==> config.mk <==
export PLATFORM = sky130hd
export DESIGN_NAME = fm_phase_accumulator
export DESIGN_NICKNAME = d
export VERILOG_FILES = /design/src/rtl/fm_phase_pkg.sv /design/src/rtl/fm_phase_accumulator_lfsr.sv /design/src/rtl/fm_phase_accumulator.sv
export SDC_FILE = /design/constraint.sdc
export NUM_CORES = 1
export LEC_CHECK = 0
export CORE_ASPECT_RATIO = 0.8
export CORE_MARGIN = 5
export CORE_UTILIZATION = 35
export DETAILED_ROUTE_END_ITERATION = 10
export SETUP_SLACK_MARGIN = 0.02
export SKIP_CTS_REPAIR_TIMING = 1
export SLEW_MARGIN = 20
export SYNTH_ARGS = -nofsm -noshare
export SYNTH_HDL_FRONTEND = slang
export SYNTH_HIERARCHICAL = 1
export SYNTH_SLANG_ARGS = --single-unit
==> constraint.sdc <==
create_clock -name aclk -period 6.3 [get_ports aclk]
set_input_delay 1.26 -clock aclk [delete_from_list [all_inputs] [get_ports aclk]]
set_output_delay 1.26 -clock aclk [all_outputs]
set_load 0.05 [all_outputs]
==> src/rtl/fm_phase_pkg.sv <==
// Shared types, LFSR constants and helpers for the FM phase accumulator.
package fm_phase_pkg;

  localparam int PINC_W      = 32;
  localparam int PHASE_OUT_W = 14;
  localparam int WRAP_CNT_W  = 16;

  localparam logic [31:0] LFSR_POLY = 32'h8020_0003;
  localparam logic [31:0] LFSR_SEED = 32'h0000_0001;

  typedef logic [PINC_W-1:0]      pinc_t;
  typedef logic [PHASE_OUT_W-1:0] phase_t;

  // Number of accumulator LSBs discarded when forming the output phase word.
  function automatic int drop_bits(input int pinc_width, input int phase_out_width);
    return pinc_width - phase_out_width;
  endfunction

  // Right-shifting Galois step for x^32+x^22+x^2+x+1.
  function automatic logic [31:0] lfsr_next(input logic [31:0] s);
    return {1'b0, s[31:1]} ^ (s[0] ? LFSR_POLY : 32'h0);
  endfunction

endpackage

==> src/rtl/fm_phase_accumulator_lfsr.sv <==
// Dither source: 32-bit Galois LFSR, only instantiated when PHASE_DITHER_EN is defined.
module phase_dither_lfsr
  import fm_phase_pkg::*;
(
  input  logic        aclk,
  input  logic        aresetn,
  input  logic        enable,
  input  logic        load_seed,
  output logic [31:0] state
);

  logic [31:0] state_reg;
  logic [31:0] start_state;

  // A seed reload takes effect in the same cycle, so a clear coincident
  // with a beat dithers that beat with the seed itself.
  assign start_state = load_seed ? LFSR_SEED : state_reg;
  assign state       = start_state;

  always_ff @(posedge aclk or negedge aresetn) begin
    if (!aresetn) begin
      state_reg <= LFSR_SEED;
    end else if (enable) begin
      state_reg <= lfsr_next(start_state);
    end else if (load_seed) begin
      state_reg <= LFSR_SEED;
    end
  end

endmodule

==> src/rtl/fm_phase_accumulator.sv <==
// Wrapping phase accumulator with AXI-Stream in/out and carry-out counter.
// Optional output dither enabled by defining PHASE_DITHER_EN.
module fm_phase_accumulator
  import fm_phase_pkg::*;
#(
  parameter int PINC_WIDTH      = PINC_W,
  parameter int PHASE_OUT_WIDTH = PHASE_OUT_W,
  parameter int WRAP_CNT_WIDTH  = WRAP_CNT_W
) (
  input  logic                       aclk,
  input  logic                       aresetn,
  input  logic                       enable,
  input  logic                       sync_clear,
  input  logic [PINC_WIDTH-1:0]      phase_offset,
  input  logic [PINC_WIDTH-1:0]      S_AXIS_tdata,
  input  logic                       S_AXIS_tvalid,
  output logic                       S_AXIS_tready,
  output logic [PHASE_OUT_WIDTH-1:0] M_AXIS_tdata,
  output logic                       M_AXIS_tvalid,
  input  logic                       M_AXIS_tready,
  output logic [WRAP_CNT_WIDTH-1:0]  wrap_count
);

  localparam int DROP = drop_bits(PINC_WIDTH, PHASE_OUT_WIDTH);

  logic [PINC_WIDTH-1:0]      acc_reg;
  logic [PHASE_OUT_WIDTH-1:0] tdata_reg;
  logic                       tvalid_reg;
  logic [WRAP_CNT_WIDTH-1:0]  wrap_reg;

  logic                  beat;
  logic [PINC_WIDTH-1:0] base;
  logic [PINC_WIDTH:0]   sum_ext;
  logic [PINC_WIDTH-1:0] acc_next;
  logic                  carry;
  logic [PINC_WIDTH-1:0] dither_word;
  logic [PINC_WIDTH-1:0] phase_full;

  assign S_AXIS_tready = !tvalid_reg || M_AXIS_tready;
  assign beat          = S_AXIS_tvalid && S_AXIS_tready;
  assign M_AXIS_tdata  = tdata_reg;
  assign M_AXIS_tvalid = tvalid_reg;
  assign wrap_count    = wrap_reg;

  // Clear happens before the add, so a cleared beat can never carry out.
  always_comb begin
    base       = sync_clear ? '0 : acc_reg;
    sum_ext    = {1'b0, base} + {1'b0, S_AXIS_tdata};
    acc_next   = enable ? sum_ext[PINC_WIDTH-1:0] : base;
    carry      = enable && sum_ext[PINC_WIDTH];
    phase_full = acc_next + phase_offset + dither_word;
  end

`ifdef PHASE_DITHER_EN
  localparam logic [31:0] DITHER_MASK = (DROP >= 32) ? 32'hFFFF_FFFF
                                                     : ((32'd1 << DROP) - 32'd1);
  logic [31:0] lfsr_state;

  phase_dither_lfsr u_lfsr (
    .aclk      (aclk),
    .aresetn   (aresetn),
    .enable    (beat),
    .load_seed (sync_clear),
    .state     (lfsr_state)
  );

  assign dither_word = PINC_WIDTH'(lfsr_state & DITHER_MASK);
`else
  assign dither_word = '0;
`endif

  always_ff @(posedge aclk or negedge aresetn) begin
    if (!aresetn) begin
      acc_reg    <= '0;
      tdata_reg  <= '0;
      tvalid_reg <= 1'b0;
      wrap_reg   <= '0;
    end else if (beat) begin
      acc_reg    <= acc_next;
      tdata_reg  <= phase_full[PINC_WIDTH-1 -: PHASE_OUT_WIDTH];
      tvalid_reg <= 1'b1;
      wrap_reg   <= sync_clear ? '0 : wrap_reg + WRAP_CNT_WIDTH'(carry);
    end else begin
      if (sync_clear) begin
        acc_reg  <= '0;
        wrap_reg <= '0;
      end
      if (M_AXIS_tready) begin
        tvalid_reg <= 1'b0;
      end
    end
  end

endmodule

# Yosys cells after proc, flatten, opt, wreduce, memory -nomap -nowiden
# Cells that the tools add are included.
[classes]
n_reduce_logical = 6
n_mux = 8
addsub = 3
[ops]
columns = ["op", "n"]
rows = [
  ["$mux W32", 3],
  ["$mux W16", 3],
  ["$add A32 B32 Y33", 1],
  ["$add A32 B32 Y32", 1],
  ["$add A16 B1 Y16", 1],
  ["$reduce_bool A2 Y1", 2],
  ["$logic_and A1 B1 Y1", 2],
  ["$mux W1", 2],
  ["$logic_not A1 Y1", 1],
  ["$logic_or A1 B1 Y1", 1],
]
[word_totals]
wordCells = 21
input_bits = 70
regBits = 63

# Longest topological paths before layout
[logic_depth]
word_depth = 6
ltp_mapped = 28
mapped_depth_nobuf = 24

# Least setup slack after synthesis
# Ideal clock, no wire load.
[synth_timing]
path_kind = "input to register"
startpoint = "input sync_clear"
endpoint = "register tdata_reg[13] (netlist: M_AXIS_tdata[13])"
path_buffers = 4
setup_slack_ps = -156
cell_stages = 26
required_ps = 6174
t_arrival_ps = 6330
cell_sequence = "buf_2 -> buf_2 -> buf_2 -> clkbuf_1 -> nor2b_1 -> ha_1 -> ha_1 -> a21o_1 -> maj3_1 -> a21oi_1 -> or2_1 -> nor2_1 -> o21a_1 -> or3_1 -> a22o_1 -> ha_1 -> a211oi_1 -> nand2_1 -> a221o_1 -> o2111ai_1 -> nand2_1 -> a21oi_1 -> a31oi_1 -> a211oi_1 -> nor2_1 -> a221o_1"
[synth_between]
elab_chain_len = 4
[synth_rtl]
columns = ["item", "line_no", "rtl"]
rows = [
  ["from (decl)", "fm_phase_accumulator.sv:13", "input logic sync_clear,"],
  ["$mux W32 *", "--", ""],
  ["$add A32 B32 Y33", "fm_phase_accumulator.sv:48", "sum_ext = {1'b0, base} + {1'b0, S_AXIS_tdata};"],
  ["$mux W32 *", "fm_phase_accumulator.sv:49", "acc_next = enable ? sum_ext[PINC_WIDTH-1:0] : base;"],
  ["$add A32 B32 Y32 *", "fm_phase_accumulator.sv:51", "phase_full = acc_next + phase_offset + dither_word;"],
  ["to (signal assigned)", "fm_phase_accumulator.sv:80", "tdata_reg <= phase_full[PINC_WIDTH-1 -: PHASE_OUT_WIDTH];"],
  ["to (decl)", "fm_phase_accumulator.sv:27", "logic [PHASE_OUT_WIDTH-1:0] tdata_reg;"],
]
# Every way passes the cells marked *; elsewhere a longest branch is shown, timed or not.
# A chain may end at the register's enable or synchronous reset.

# Worst setup path in the final report
[layout_timing]
startpoint = "input S_AXIS_tdata[0]"
endpoint = "register tdata_reg[12] (netlist: M_AXIS_tdata[12])"
[layout_between]
elab_chain_len = 3
[layout_rtl]
columns = ["item", "line_no", "rtl"]
rows = [
  ["from (decl)", "fm_phase_accumulator.sv:15", "input logic [PINC_WIDTH-1:0] S_AXIS_tdata,"],
  ["$add A32 B32 Y33", "fm_phase_accumulator.sv:48", ""],
  ["$mux W32", "fm_phase_accumulator.sv:49", ""],
  ["$add A32 B32 Y32", "fm_phase_accumulator.sv:51", ""],
]
# No other way between the ends.

==> out/results.txt <==
Final Wtd Congestion: 0.866
Overflow after GRT: 0
Setup crit end kind: register
Total clock buffers created by CTS: 9
Largest net degree at the start of global routing: 64
CP Launch Type: input pin
Core footprint: 19800 sq um
Post-synth ARST share: 1.00
Post-synthesis cell count: 908
#FFs+latches synth: 63
Die Width: 168 um
Cell Pwr Density: 204 nW/um^2
Fin crit share: 0.946
Setup WS pre-CTS: 0.0103 ns
Achievable Freq: 0.168 GHz
Vert. Die Dim: 137 um
Worst VDD drop: 0.155 mV
Yosys top cell area share: 0.225
Residual DRC: 0
Worst skew pair latency: 0.34 ns
Number of synthesized flops with an enable pin: 0
CP Class: input pin to register
Port Buf Inserts: 101
DRT antenna net count: 0
Synthesized net count: 1032
Clock Skew: 0.00918 ns
Setup slack, reg-to-reg: 1.05 ns
TritonCTS clock tree: yes
YS warnings: 6
Initial DRT Pass Iterations: 5
Post-layout util: 0.448
Area growth syn-to-layout: 26.3%
Status: completed
Ant. Diodes: 0
Setup WS post-layout: 0.340 ns
Initial Utilization: 0.355
Synth cell types: 75
M2 GR Usage: 0.266
Area contributors post-synth: dfrtp_1 22%, ha_1 9.6%, xnor2_1 6.9%
CTS root buf: clkbuf_16
Worst Hold Class: register to register
Measured slew at the worst slew-check pin: 0.901 ns
Wire per inst: 16.7 um
Overall Power: 1.81 mW
Min Hold Slack: 0.481 ns
Via Count: 6951
Placed cells: 1272
DP Area: 8560 sq um
Post-layout minimum cycle time: 5.96 ns
Hold Vio Cnt, Final: 0
Initial antenna violation count: 0
Tot GR Track Use: 0.184
Clock transition at the registers of the reported paths: 0.05 ns
Share of cells above drive strength 1: 0.112
Avg Cell Area, Syn: 7.73 sq um
Synth Cell Area: 7020 sq um
Clock buffer depth: 2
Max_slew headroom: 0.399
Post-synthesis sequential area ratio: 0.225
Final setup violation count: 0
Post-Layout Cell Count: 1288
Hpwl dp: 16.2 mm
Vias per cell: 5.40
Fill count: 2020
RSZ-0062 raised after global routing: yes
GR peak layer: met1
Static leakage: 3.87 nW
Met1 Use GR: 0.281
Area leader, netlist: dfrtp_1
H-tree depth: 3
IO Count: 102
Initial DRC count: 446
Total Routed Length: 21.5 mm
Number of global-route vias before repair: 6443
Site Rows: 46
Nets: 1143
First-pass GRT wire length: 34.1 mm
Die area: 23000 sq um
MaxCap Viol Count: 0
Max FFs per register: 32
GR Util met3: 0.0315
Worst-path fanout max: 4
Most used DFF post-synth: dfrtp_1
Layout Cell Area excl Fill: 8860 sq um
Final Slew Violations: 0
CP arrival: 6.23 ns
Final TNS setup: 0 ns
CTS sink count: 63
Worst Path Required: 6.58 ns
metal layers:
metal	share of wire	vias to the layer above
met3	0.052	23
met2	0.41	184
met5	0	-
li1	-	3501
met1	0.52	3243
met4	0.014	0
cell type report:
class,instances,area [sq um],area share
Clock inverter,3,15.0,0.00169
Multi-Input combinational cell,749,5080,0.573
Tap cell,264,330,0.0373
Clock buffer,13,280,0.0316
Inverter,38,143,0.0161
Timing Repair Buffer,158,1440,0.163
Sequential cell,63,1580,0.178
power breakdown:
part           switching [mW]  leakage (nW)  total, mW  internal [mW]
clock network           0.196         0.151      0.503          0.307
registers              0.0513         0.834      0.504          0.453
logic                   0.461          2.88      0.804          0.343
total                   0.708          3.87       1.81           1.10
cells in the mapped netlist (7+ instances only):
master / count
a211oi_1: 10
a21o_1: 23
a21oi_1: 61
a31oi_1: 22
and3_1: 10
buf_2: 15
clkbuf_1: 34
dfrtp_1: 63
ha_1: 54
inv_1: 38
mux2_2: 16
nand2_1: 122
nand3_1: 23
nand4_1: 12
nor2_1: 55
nor2b_1: 28
nor4bb_1: 10
o211ai_1: 17
o21a_1: 7
o21ai_0: 50
o21ai_1: 19
o21bai_1: 8
o31ai_1: 8
or3_1: 10
xnor2_1: 55
xor2_1: 32
kinds of logic (layout without fill, tap and decap cells):
logic type                 after synthesis  count (layout)  synth area share
AOI/OAI and AO/OA                      287             287             0.272
DFF                                     63              63             0.225
and+or+nand+nor                        299             299             0.208
adders and majority gates               60              60             0.105
xor gates and xnor gates                87              87             0.109
muxes                                   16              16            0.0257
buffers and inverters                   96             212            0.0561
path summary, 6_finish.rpt:
| check | startpoint | end | depth (start not counted) |
|---|---|---|---|
| min | M_AXIS_tdata[9] | M_AXIS_tdata[9] | 2 |
| max | S_AXIS_tdata[0] | M_AXIS_tdata[12] | 24 |
| max in group asynchronous | aresetn | wrap_count[11] | 2 |
| min reg2reg | M_AXIS_tdata[9] | M_AXIS_tdata[9] | 2 |
| max reg2reg | acc_reg[1] | M_AXIS_tdata[12] | 24 |
| min in group asynchronous | aresetn | acc_reg[3] | 2 |
placed cells by master, fill, tap and decap left out, types with 4 or more instances in the layout:
master,count
nor2b_1,28
inv_1,38
nand2_1,122
o211ai_1,17
ha_1,53
xnor2_1,55
mux2_2,16
a21boi_1,6
and3_1,10
dfrtp_1,63
nand4_1,12
nor2_1,54
xor2_1,32
o21ai_1,20
a21oi_1,60
o2111ai_1,4
a31oi_1,22
nand3_1,23
a211oi_2,4
o21a_1,7
nor4bb_1,10
a211oi_1,8
clkbuf_8,4
clkdlybuf4s50_1,99
maj3_1,5
clkbuf_16,9
buf_4,56
o21ai_0,49
and2_1,4
o31ai_1,8
nor3_1,4
a21o_1,23
a22oi_1,5
or3_1,10
o21bai_1,8
critical path, cell delays in order:
cell and delay, ns:
clkdlybuf4s50_1 0.47, ha_2 0.21, ha_1 0.22, a21o_1 0.13, a32oi_1 0.06, a32o_1 0.28, or4b_4 0.54, a21oi_1 0.23
nor2_1 0.09, xnor2_1 0.17, nand2_1 0.09, xnor2_1 0.24, ha_1 0.31, and4_1 0.20, and3_1 0.19, nor2b_1 0.14
a221oi_1 0.24, o21a_1 0.15, o21ai_1 0.11, a211oi_2 0.22, buf_4 0.15, nor4_1 0.05, or3_1 0.37, nand3_1 0.08
Power figures use the tool's default switching activity.
